$ cat src/rtl/alu_pkg.sv
// Shared types for the ALU command sequencer: operation codes, the queued
// command record and the returned response record.
package alu_pkg;

  typedef enum logic [3:0] {
    ADD = 4'h0,
    SUB = 4'h1,
    AND = 4'h2,
    OR  = 4'h3,
    NOP = 4'hF
  } alu_op_e;

  // op stays a raw code: undefined codes are legal and must reach the ALU unchanged.
  typedef struct packed {
    logic [7:0] a;
    logic [7:0] b;
    logic [3:0] op;
    logic [3:0] tag;
  } alu_cmd_t;

  typedef struct packed {
    logic [7:0] result;
    logic       carry;
    logic [3:0] tag;
  } alu_rsp_t;

endpackage

$ cat src/rtl/alu_cmd_sequencer_fifo.sv
// Synchronous FIFO with (log2(DEPTH)+1)-bit pointers; full/empty come from
// the pointer MSB compare, so all status is registered-pointer based.
module sync_fifo #(
  parameter int WIDTH = 8,
  parameter int DEPTH = 4
) (
  input  logic                     clock,
  input  logic                     reset,
  input  logic                     flush_i,
  input  logic                     push_i,
  input  logic                     pop_i,
  input  logic [WIDTH-1:0]         wdata_i,
  output logic [WIDTH-1:0]         rdata_o,
  output logic                     full_o,
  output logic                     empty_o,
  output logic [$clog2(DEPTH):0]   count_o
);

  localparam int AW = $clog2(DEPTH);

  logic [AW:0]      wr_ptr_q, rd_ptr_q;
  logic [WIDTH-1:0] mem_q [DEPTH];
  logic             do_push, do_pop;

  assign empty_o = (wr_ptr_q == rd_ptr_q);
  assign full_o  = (wr_ptr_q[AW] != rd_ptr_q[AW]) &&
                   (wr_ptr_q[AW-1:0] == rd_ptr_q[AW-1:0]);
  assign count_o = wr_ptr_q - rd_ptr_q;
  assign rdata_o = mem_q[rd_ptr_q[AW-1:0]];

  // A push into a full FIFO is only legal when the head leaves on the same edge.
  assign do_push = push_i & (~full_o | pop_i) & ~flush_i;
  assign do_pop  = pop_i & ~empty_o;

  // NOTE: state registers use non-blocking assignments so every flop samples
  // the pre-edge value of its neighbours, independent of statement order.
  always_ff @(posedge clock or posedge reset) begin
    if (reset) begin
      wr_ptr_q <= '0;
      rd_ptr_q <= '0;
    end else if (flush_i) begin
      rd_ptr_q <= wr_ptr_q;
    end else begin
      if (do_push) wr_ptr_q <= wr_ptr_q + 1'b1;
      if (do_pop)  rd_ptr_q <= rd_ptr_q + 1'b1;
    end
  end

  // NOTE: the storage array has no reset; the pointers alone define which
  // entries are valid, and leaving the array unreset keeps it plain RAM.
  always_ff @(posedge clock) begin
    if (do_push) mem_q[wr_ptr_q[AW-1:0]] <= wdata_i;
  end

endmodule

$ cat src/rtl/alu_cmd_sequencer.sv
// Queues ALU commands, issues one per cycle to a registered external ALU and
// returns {result, carry, tag} in acceptance order through a response FIFO.
module alu_cmd_sequencer
  import alu_pkg::*;
#(
  parameter int DEPTH = 4
) (
  input  logic       clock,
  input  logic       reset,
  input  logic       cmd_valid,
  output logic       cmd_ready,
  input  logic [7:0] cmd_a,
  input  logic [7:0] cmd_b,
  input  logic [3:0] cmd_op,
  input  logic [3:0] cmd_tag,
  output logic [7:0] alu_a,
  output logic [7:0] alu_b,
  output logic [3:0] alu_sel,
  input  logic [7:0] alu_out,
  input  logic       alu_carry,
  output logic       rsp_valid,
  input  logic       rsp_ready,
  output logic [7:0] rsp_result,
  output logic       rsp_carry,
  output logic [3:0] rsp_tag,
  input  logic       flush,
  output logic       busy
);

  localparam int          AW      = $clog2(DEPTH);
  localparam logic [AW:0] DEPTH_C = DEPTH[AW:0];

  alu_cmd_t    cmd_in, cmd_head;
  alu_rsp_t    rsp_in, rsp_head;
  logic        cmd_full, cmd_empty, cmd_push;
  logic        rsp_empty, rsp_pop, rsp_full_unused;
  logic [AW:0] cmd_count, rsp_count;
  logic        credit_ok, issue;
  logic        issued_q;
  logic [3:0]  tag_q;

  assign cmd_in    = '{a: cmd_a, b: cmd_b, op: cmd_op, tag: cmd_tag};
  assign cmd_ready = ~cmd_full & ~flush;
  assign cmd_push  = cmd_valid & cmd_ready;

  // Reserve a response slot for every command in flight so captures never drop.
  assign credit_ok = (rsp_count + {{AW{1'b0}}, issued_q}) < DEPTH_C;
  assign issue     = ~cmd_empty & ~flush & credit_ok;

  sync_fifo #(.WIDTH($bits(alu_cmd_t)), .DEPTH(DEPTH)) u_cmd_fifo (
    .clock   (clock),
    .reset   (reset),
    .flush_i (flush),
    .push_i  (cmd_push),
    .pop_i   (issue),
    .wdata_i (cmd_in),
    .rdata_o (cmd_head),
    .full_o  (cmd_full),
    .empty_o (cmd_empty),
    .count_o (cmd_count)
  );

  // NOTE: every output of this block gets a default before the conditional,
  // so no path leaves it unassigned and no latch is inferred.
  always_comb begin
    alu_a   = '0;
    alu_b   = '0;
    alu_sel = NOP;
    if (issue) begin
      alu_a   = cmd_head.a;
      alu_b   = cmd_head.b;
      alu_sel = cmd_head.op;
    end
  end

  always_ff @(posedge clock or posedge reset) begin
    if (reset) begin
      issued_q <= 1'b0;
      tag_q    <= '0;
    end else begin
      issued_q <= issue;
      if (issue) tag_q <= cmd_head.tag;
    end
  end

  assign rsp_in  = '{result: alu_out, carry: alu_carry, tag: tag_q};
  assign rsp_pop = rsp_valid & rsp_ready;

  sync_fifo #(.WIDTH($bits(alu_rsp_t)), .DEPTH(DEPTH)) u_rsp_fifo (
    .clock   (clock),
    .reset   (reset),
    .flush_i (1'b0),
    .push_i  (issued_q),
    .pop_i   (rsp_pop),
    .wdata_i (rsp_in),
    .rdata_o (rsp_head),
    .full_o  (rsp_full_unused),
    .empty_o (rsp_empty),
    .count_o (rsp_count)
  );

  // Outputs are gated so an empty queue presents zeros rather than stale RAM.
  assign rsp_valid  = ~rsp_empty;
  assign rsp_result = rsp_valid ? rsp_head.result : '0;
  assign rsp_carry  = rsp_valid ? rsp_head.carry  : 1'b0;
  assign rsp_tag    = rsp_valid ? rsp_head.tag    : '0;

  assign busy = (cmd_count != '0) | issued_q | rsp_valid;

endmodule
$ cat config.mk
export PLATFORM = sky130hd
export DESIGN_NAME = alu_cmd_sequencer
export DESIGN_NICKNAME = d
export VERILOG_FILES = /design/src/rtl/alu_pkg.sv /design/src/rtl/alu_cmd_sequencer_fifo.sv /design/src/rtl/alu_cmd_sequencer.sv
export SDC_FILE = /design/constraint.sdc
export NUM_CORES = 1
export LEC_CHECK = 0
export BUFFER_PORTS_ARGS = -buffer_cell sky130_fd_sc_hd__buf_2
export CAP_MARGIN = 20
export CORE_ASPECT_RATIO = 0.75
export CORE_MARGIN = 4
export CORE_UTILIZATION = 40
export DETAILED_ROUTE_END_ITERATION = 10
export GPL_TIMING_DRIVEN = 0
export REMOVE_ABC_BUFFERS = 1
export SYNTH_ARGS = -nofsm -noshare
export SYNTH_HDL_FRONTEND = slang
export SYNTH_SLANG_ARGS = --single-unit
$ cat constraint.sdc
create_clock -name clock -period 6.53 [get_ports clock]
set_input_delay 0.653 -clock clock [delete_from_list [all_inputs] [get_ports clock]]
set_output_delay 0.653 -clock clock [all_outputs]
set_load 0.02 [all_outputs]
======== Word-level counts from Yosys, hierarchy flattened ========
Memory sizes are Yosys's and may differ from the RTL's.
Index checks and enable logic that the tools add are counted.
cells by class
  add/sub/neg operators ................... 7
  multipliers ............................. 0
  div/mod/pow operators ................... 0
  magnitude comparators ................... 1
  equal/unequal tests ..................... 6
  shifts and indexed selects .............. 0
  multiplexer cells ....................... 12
  bitwise logic cells ..................... 19
  reductions and logical operators ........ 5
operator list
  cell                 number
  $mux 8               3
  $add 3x1->3 const B  4
  $and 1x1->1          10
  $mux 4               2
  $eq 3x3->1           2
  $mux 3               2
  $sub 3x3->3          2
  $mux 1               5
  $not 1->1            5
  $eq 2x2->1           2
  $or 1x1->1           4
  $add 3x1->3          1
  $lt 3x3->1 const B   1
  $reduce_bool 3->1    1
  $logic_and 1x1->1    2
  $ne 1x1->1           2
  $reduce_and 2->1     1
  $reduce_bool 2->1    1
storage, ports and cells
  register bits after elaboration ......... 17
  bits in latches ......................... 0
  RAM bits ................................ 148
  memory bits (read-only) ................. 0
  output and inout port bits .............. 36
  memories ................................ 2
memory list
  name              depth  bits a word  rd ports  clocked after Yosys merged registers in  write ports  line                          source
  u_cmd_fifo.mem_q  4      24           1         0                                        1            alu_cmd_sequencer_fifo.sv:22  logic [WIDTH-1:0] mem_q [DEPTH];
  u_rsp_fifo.mem_q  4      13           1         0                                        1            alu_cmd_sequencer_fifo.sv:22

======== Logic depth before layout (Yosys ltp) ========
Gate-level depths: netlist of run 1.
  word-level depth ........................ 9
  depth in mapped cells ................... 10
  depth with buffers taken out ............ 8

======== Hierarchy ========
A second synthesis of run 1 with hierarchy kept.
unflattened totals
  cells, all modules ...................... 362
  area, all modules ....................... 6866.6 um^2
by module, submodules not included
  module                   instances  cells an instance  area an instance (um^2)  sequential area each (um^2)
  sync_fifo at u_cmd_fifo  1          182                3987.6                   3032.9
  sync_fifo at u_rsp_fifo  1          124                2402.3                   1711.6
  alu_cmd_sequencer        1          56                 476.7                    125.1

======== Worst setup path before layout of run 1 ========
Ideal clock, no wire load.
  kind .................................... register -> output
  start point ............................. register u_rsp_fifo.rd_ptr_q[1]
  end point ............................... output port alu_a[0]
  arrival ................................. 2767 ps
  data required time ...................... 5877 ps
  slack ................................... 3110 ps
  stages on the path, launching flop included .. 11
  path buffers ............................ 3
  path through ............................ dfrtp_1 -> clkbuf_1 -> inv_1 -> ha_1 -> ha_1 -> and3b_1 -> clkbuf_1 -> a2111oi_4 -> o21bai_4 -> buf_2 -> nor2b_1
on the way
  word-level cells in the longest chain between the ends .. 5
ends and longest elaborated chain
  element                   line                          source
  start: declaration        alu_cmd_sequencer_fifo.sv:21  logic [AW:0] wr_ptr_q, rd_ptr_q;
  start signal: assignment  alu_cmd_sequencer_fifo.sv:42  rd_ptr_q <= wr_ptr_q;
  start signal: assignment  alu_cmd_sequencer_fifo.sv:45  if (do_pop) rd_ptr_q <= rd_ptr_q + 1'b1;
  $sub 3x3->3               alu_cmd_sequencer_fifo.sv:28  assign count_o = wr_ptr_q - rd_ptr_q;
  $add 3x1->3               alu_cmd_sequencer.sv:47       assign credit_ok = (rsp_count + {{AW{1'b0}}, issued_q}) < DEPTH_C;
  $lt 3x3->1                alu_cmd_sequencer.sv:47
  $and 1x1->1               alu_cmd_sequencer.sv:48       assign issue = ~cmd_empty & ~flush & credit_ok;
  $mux 8                    alu_cmd_sequencer.sv:69       if (issue) begin
  end: declaration          alu_cmd_sequencer.sv:16       output logic [7:0] alu_a,
No other way between the ends.

======== Worst setup path after layout of run 1 ========
  start point ............................. register u_rsp_fifo.rd_ptr_q[1]
  end point ............................... output port alu_b[6]
on the way
  word-level cells in the longest chain between the ends .. 5
ends and longest elaborated chain
  element           line                          source
  $sub 3x3->3       alu_cmd_sequencer_fifo.sv:28
  $add 3x1->3       alu_cmd_sequencer.sv:47
  $lt 3x3->1        alu_cmd_sequencer.sv:47
  $and 1x1->1       alu_cmd_sequencer.sv:48
  $mux 8            alu_cmd_sequencer.sv:69
  end: declaration  alu_cmd_sequencer.sv:17       output logic [7:0] alu_b,
No other way between the ends.

==> results_dict.tcl, run 1 <==
set metrics [dict create \
    place_inst 615 \
    final_nets 478 \
    ys.flop_type "edfxtp_1" \
    fp.dieH_um 120.2 \
    slew_headroom_pct 35.64 \
    initial_utilization_pct 41.37 \
    seqPwrFrac_pct 37.7 \
    cp_slowest_cell "dfrtp_1" \
    min_period_ns 4.299 \
    power_density_mw_per_mm2 490.0 \
    cap_violations 0 \
    dieArea_mm2 0.01893 \
    cts_setup_buffers 0 \
    required_ns 5.88 \
    cts_root_buf "clkbuf_16" \
    finalSetupTns_ns 0 \
    cts_buffers 17 \
    startpoint_type "flip-flop" \
    viasPerCell 5.079 \
    clk-insertion-delay-late_ns 0.42 \
    cts.sinks 165 \
    synth_seq_cells 165 \
    max_freq_ghz 0.2326 \
    path_cells "inv_1 -> ha_1 -> ha_1 -> and3b_1 -> o221a_2 -> o21bai_4 -> and2b_1 -> buf_2" \
    wire_per_inst_um 19.05 \
    p_leak_nw 2.848 \
    peakVddDrop_v 0.0002030 \
    grt_pass1_vias 3538 \
    die_x_um 157.5 \
    path_delay_family "compound AO/OA/AOI/OAI gates" \
    drc_errors 0 \
    timing.rr.start "u_cmd_fifo.rd_ptr_q[1]" \
    antenna_found_initial 1 \
    globalplace.congestion 0.7037 \
    track_usage_pct 14.01 \
    synthArstFlopShare_pct 10.30 \
    synth_cell_types 35 \
    stdcell_count 648 \
    io_pins 74 \
    endpoint_kind "primary output" \
    cp_max_fo 25 \
    wl_um 12350 \
    ys_seq_area_share_pct 72.58 \
    max_stage_delay_ns 0.85 \
    synth_area_leader_cell "edfxtp_1" \
    critPathMostFrequentCell "ha_1" \
    reg2reg_to "u_cmd_fifo.mem_q[0][8]" \
    reg2reg_slack_ns 3.02 \
    synth_edf_count 148 \
    fin_crit_sh_pct 65.84 \
    internal_power_mw 2.555 \
    antenna_cells 0 \
    synthCells 342 \
    grt_overflow 0 \
    row_count 40 \
    cts_tree "done" \
    hold_class "in2async" \
    fin_util_pct 49.34 \
    netlist_area_mm2 0.006709 \
    synth.most_common_cell "edfxtp_1" \
    crit_buf_inv 2 \
    cp_num_cells 8 \
    stdcell_area_mm2 0.008000 \
    synthTopCellsByArea "edfxtp_1 66%, mux4_2 12%, dfrtp_1 6.3%, ha_1 2.8%, and2_1 2.1%" \
    path_clk_slew_ns 0.07 \
    grt_pass1_wl_um 19730 \
    cts-resized-gates 0 \
    via_count 3291 \
    p_clk_share_pct 24.4 \
    tightest_slew_ns 0.9597 \
    hold_buffers 0 \
    worst_hold_slack_ns 0.3767 \
    io_buffers 73 \
    yosysTopAreaCellShare_pct 66.24 \
    critPathKind "reg2out" \
    swShare_pct 34.81 \
    cp_data_arrival_time_ns 3.65 \
    syn_avg_cell_area_um2 19.62 \
    area_growth_pct 19.25 \
    slew_violations 0 \
    synth_commonest_cells "148 x edfxtp_1, 37 x mux4_2, 22 x and2_1" \
    grt_max_degree 26 \
    final_antenna_net_count 0 \
    synth.yosys.warnings 0 \
    clockBufferDepth 2 \
    htree_levels 4 \
    post-dp-hpwl_um 7939 \
    drtIter0Drc 183 \
    core_mm2 0.01622 \
    worstSetupStartpoint "u_rsp_fifo.rd_ptr_q[1]" \
    dpl_cell_area_mm2 0.007402 \
    setup_viol 0 \
    drive_above_1_share_pct 36.07 \
    status "complete, no violations" \
    combPwrFrac_pct 37.9 \
    reg2reg_depth 6 \
    finalHoldViolCount 0 \
    timing.clock.skew_ns 0.01324 \
    firstDrtPassIters 4 \
    p_switching_mw 1.365 \
    rsz0062_at_grt "false" \
]
[cell families after synthesis]
family,share of synthesized area (%)
mux,13.26
compound gates,2.313
buf+inv,1.678
flops,72.58
simple gates,5.707
xor+xnor,1.660
fa+ha+maj,2.797
[registers in the layout (all words and copies together) (netlist names)]
name,cells
u_rsp_fifo.mem_q,52
u_rsp_fifo.rd_ptr_q,3
u_cmd_fifo.rd_ptr_q,3
u_cmd_fifo.wr_ptr_q,3
u_cmd_fifo.mem_q,96
issued_q,1
u_rsp_fifo.wr_ptr_q,3
tag_q,4
[power groups by stage]
stage	Combinational [mW]	Clock, mW	Sequential, mW
2_1_floorplan	0.992	0	1.51
3_3_place_gp	1.34	0	1.58
3_5_place_dp	1.47	0	1.53
4_1_cts	1.48	0.978	1.50
5_1_grt	1.63	1.03	1.50
6_report	1.49	0.955	1.48
[worst max path at each step]
stage                                         end  slack, ns
final                                    alu_b[6]       2.23
after CTS                                alu_b[6]       2.12
after global placement    u_cmd_fifo.mem_q[3][16]       1.80
after detailed placement                 alu_b[6]       2.59
after floorplan                          alu_a[0]       3.13
after global routing                     alu_b[6]       2.00
[layer usage]
layer | track usage [%] | part of all wire [%]
met1 | 18.85 | 45
met2 | 21.99 | 49
met3 | 5.047 | 4.6
met4 | 3.224 | 0.85
met5 | 0 | 0.11
[cell usage in the layout (no fill, tap or decap), types with 4 or more instances in the layout]
cell	instances
edfxtp_1	148
buf_2	73
mux4_2	37
and2_1	21
clkbuf_16	17
dfrtp_1	16
ha_1	15
inv_1	12
nor2b_1	12
nand2_1	8
xnor2_1	7
o21ai_0	5
mux2_2	5
and2b_1	5
buf_16	5
nand3_1	4
or2_1	4
clkinvlp_4	4
[per-stage QoR]
| step | setup WS (ns) | power [mW] |
|---|---|---|
| 2_1_floorplan | 3.131 | 2.497 |
| 3_3_place_gp | 1.804 | 2.919 |
| 3_5_place_dp | 2.585 | 2.998 |
| 4_1_cts | 2.116 | 3.958 |
| 5_1_grt | 1.999 | 4.165 |
| 6_report | 2.231 | 3.920 |
[cell type report]
type	count	area [um2]
fill	1371	8215
sequential	165	4871
multi-input combinational	150	1728
timing repair buffer	79	523.0
clock buffer	18	429.2
tap	210	262.8
clock inverter	14	141.4
inverter	12	45.04
(Power assumes the default switching activity.)
==> run 2: changes to the inputs <==
--- a/config.mk
+++ b/config.mk
@@ -5,6 +5,7 @@
 export SDC_FILE = /design/constraint.sdc
 export NUM_CORES = 1
 export LEC_CHECK = 0
+export ABC_AREA = 1
 export BUFFER_PORTS_ARGS = -buffer_cell sky130_fd_sc_hd__buf_2
 export CAP_MARGIN = 20
 export CORE_ASPECT_RATIO = 0.75
==> constraint.sdc (replaced) <==
create_clock -name clock -period 3.5 [get_ports clock]
set_input_delay 0.35 -clock clock [delete_from_list [all_inputs] [get_ports clock]]
set_output_delay 0.35 -clock clock [all_outputs]
set_load 0.02 [all_outputs]
==> results_dict.tcl, run 2 <==
set metrics [dict create \
    status "complete, no violations" \
    path_clk_slew_ns 0.07 \
    io_buffers 73 \
    viasPerCell 5.005 \
    stdcell_count 873 \
    clockBufferDepth 2 \
    cap_violations 0 \
    internal_power_mw 4.455 \
    synth_seq_cells 165 \
    antenna_cells 0 \
    synthSimpleGateAreaFrac_pct 11.57 \
    max_freq_ghz 0.3009 \
    synth_top_family_by_area "simple AND/OR/NAND/NOR gates" \
    cts_root_buf "clkbuf_16" \
    final_antenna_net_count 0 \
    syn_avg_cell_area_um2 11.99 \
    hold_class "in2async" \
    synth_cell_types 25 \
    nFillCells 1468 \
    synth_compound_area_share_pct 9.592 \
    post-dp-hpwl_um 8320 \
    firstDrtPassIters 4 \
    clk-insertion-delay-late_ns 0.42 \
    cts_tree "done" \
    dp_slack_ns -0.9920 \
    final_nets 698 \
    cts_buffers 17 \
    fp.dieH_um 121.2 \
    cp_data_arrival_time_ns 2.97 \
    critPathKind "reg2out" \
    dieArea_mm2 0.01927 \
    via_count 4369 \
    most-common-layout-cells "148 x edfxtp_1, 146 x nor2_1, 79 x o21ai_0, 73 x buf_2, 36 x nand2_1" \
    initial_utilization_pct 40.75 \
    drtIter0Drc 249 \
    synth-xor-area-share_pct 1.025 \
    p_switching_mw 3.063 \
    endpoint_kind "primary output" \
    yosys.area_share.adder_pct 2.746 \
    synth.most_common_cell "nor2_1" \
    yosysTopAreaCellShare_pct 65.02 \
    htree_levels 4 \
    antenna_found_initial 3 \
    largest_register_ffs 96 \
    timing.rr.start "u_cmd_fifo.rd_ptr_q[1]" \
    stdcell_area_mm2 0.008051 \
    grt_pass1_wl_um 21860 \
    synth_edf_count 148 \
    tightest_slew_ns 0.8841 \
    setup_viol 0 \
    combPwrFrac_pct 38.1 \
    p_leak_nw 3.007 \
    slew_violations 0 \
    synth_area_leader_cell "edfxtp_1" \
    netlist_area_mm2 0.006835 \
    muxShareOfSynthArea_pct 0 \
    synthTopCellsByArea "edfxtp_1 65%, nor2_1 8.2%, dfrtp_1 6.2%, o21ai_0 5.8%, ha_1 2.7%" \
    ys.flop_type "edfxtp_1" \
    fin_crit_sh_pct 94.96 \
    dpl_cell_area_mm2 0.007392 \
    grt_pass1_vias 4198 \
    place_inst 834 \
    peakVddDrop_v 0.0003655 \
    track_usage_pct 15.25 \
    cts.sinks 165 \
    worstSetupStartpoint "u_rsp_fifo.rd_ptr_q[1]" \
    grt_overflow 0 \
    synthCells 570 \
    area_growth_pct 17.79 \
    min_period_ns 3.324 \
    rsz0062_at_grt "false" \
    finalHoldViolCount 0 \
    cp_max_fo 15 \
    startpoint_type "flip-flop" \
    synth_commonest_cells "150 x nor2_1, 148 x edfxtp_1, 79 x o21ai_0" \
    globalplace.congestion 0.7334 \
    seqPwrFrac_pct 38.8 \
    wl_um 14420 \
    drive_above_1_share_pct 21.73 \
    synthArstFlopShare_pct 10.30 \
    required_ns 3.15 \
    ys_seq_area_share_pct 71.24 \
    power_density_mw_per_mm2 933.7 \
    regArea_mm2 0.004882 \
    io_pins 74 \
    swShare_pct 40.74 \
    final_common_cell "edfxtp_1" \
    synth.yosys.warnings 0 \
    fin_ws_ns 0.1764 \
    row_count 41 \
    die_x_um 158.9 \
    wire_per_inst_um 16.51 \
    timing.clock.skew_ns 0.009481 \
    slew_headroom_pct 40.92 \
    drc_errors 0 \
    grt_max_degree 54 \
    p_clk_share_pct 23.0 \
    core_mm2 0.01677 \
    reg2reg_depth 7 \
    multi_input_area_mm2 0.001754 \
]
-- run 2: cell families after synthesis --
logic type	count (synthesis)
AOI/OAI and AO/OA	121
xor gates and xnor gates	8
adders and majority gates	15
buffers and inverters	60
DFF	165
and+or+nand+nor	201
-- run 2: critical path, stage by stage (launching register included) --
cell        delay, ns
dfrtp_4          0.57
clkinvlp_4       0.19
ha_1             0.33
ha_1             0.28
nand3_1          0.08
nand2_1          0.09
inv_1            0.04
nand3_1          0.23
nand3_4          0.11
buf_12           0.17
a21oi_1          0.21
buf_2            0.22
-- run 2: cell type report --
type | instances | share of cell area [%]
tap | 215 | 3.341
timing repair buffer | 81 | 5.579
timing repair inverter | 1 | 0.06216
multi-input combinational | 346 | 21.79
inverter | 33 | 1.632
clock inverter | 13 | 1.585
sequential | 165 | 60.64
clock buffer | 19 | 5.377
-- run 2: routing by layer --
metal	global-route usage, %	routed length [um]	part of all wire, %
met2	24.30	6875	48
met5	0	28	0.19
met4	6.016	180	1.2
met1	19.47	6456	45
met3	5.127	874	6.1
-- run 2: metrics by stage --
stage	utilization, %	total power, mW	setup TNS [ns]	hold slack, ns
4_1_cts	47.79	7.523	0	0.03571
6_report	48.00	7.518	0	0.02812
3_3_place_gp	43.71	5.539	-151.68	0.4682
2_1_floorplan	-	4.649	0	0.2761
5_1_grt	48.00	8.016	0	0.07352
3_5_place_dp	44.07	5.646	-77.87	0.4980
-- run 2: final timing paths --
kind,slack (ns),endpoint
worst max-delay path,0.18,alu_a[1]
worst min-delay path,0.03,u_rsp_fifo.rd_ptr_q[2]
worst max register to register,0.54,u_cmd_fifo.mem_q[3][21]
worst min register to register,0.53,u_rsp_fifo.mem_q[2][3]
max in group asynchronous,2.95,u_cmd_fifo.rd_ptr_q[0]
min in group clock,0.13,u_cmd_fifo.mem_q[2][13]
-- run 2: repair_timing --
action	4_1_cts	5_1_grt
hold buffers	0	0
setup buffers	2	3
endpoints found under the setup margin	135	8
pin swaps	1	1
gates resized for setup	10	0
cloned	2	0
-- run 2: power by group through the flow --
stage / Clock, mW / Sequential (mW) / Combinational (mW)
2_1_floorplan: 0 / 2.79 / 1.86
3_3_place_gp: 0 / 2.91 / 2.62
3_5_place_dp: 0 / 2.93 / 2.71
4_1_cts: 1.78 / 2.92 / 2.83
5_1_grt: 1.85 / 2.96 / 3.20
6_report: 1.73 / 2.92 / 2.87
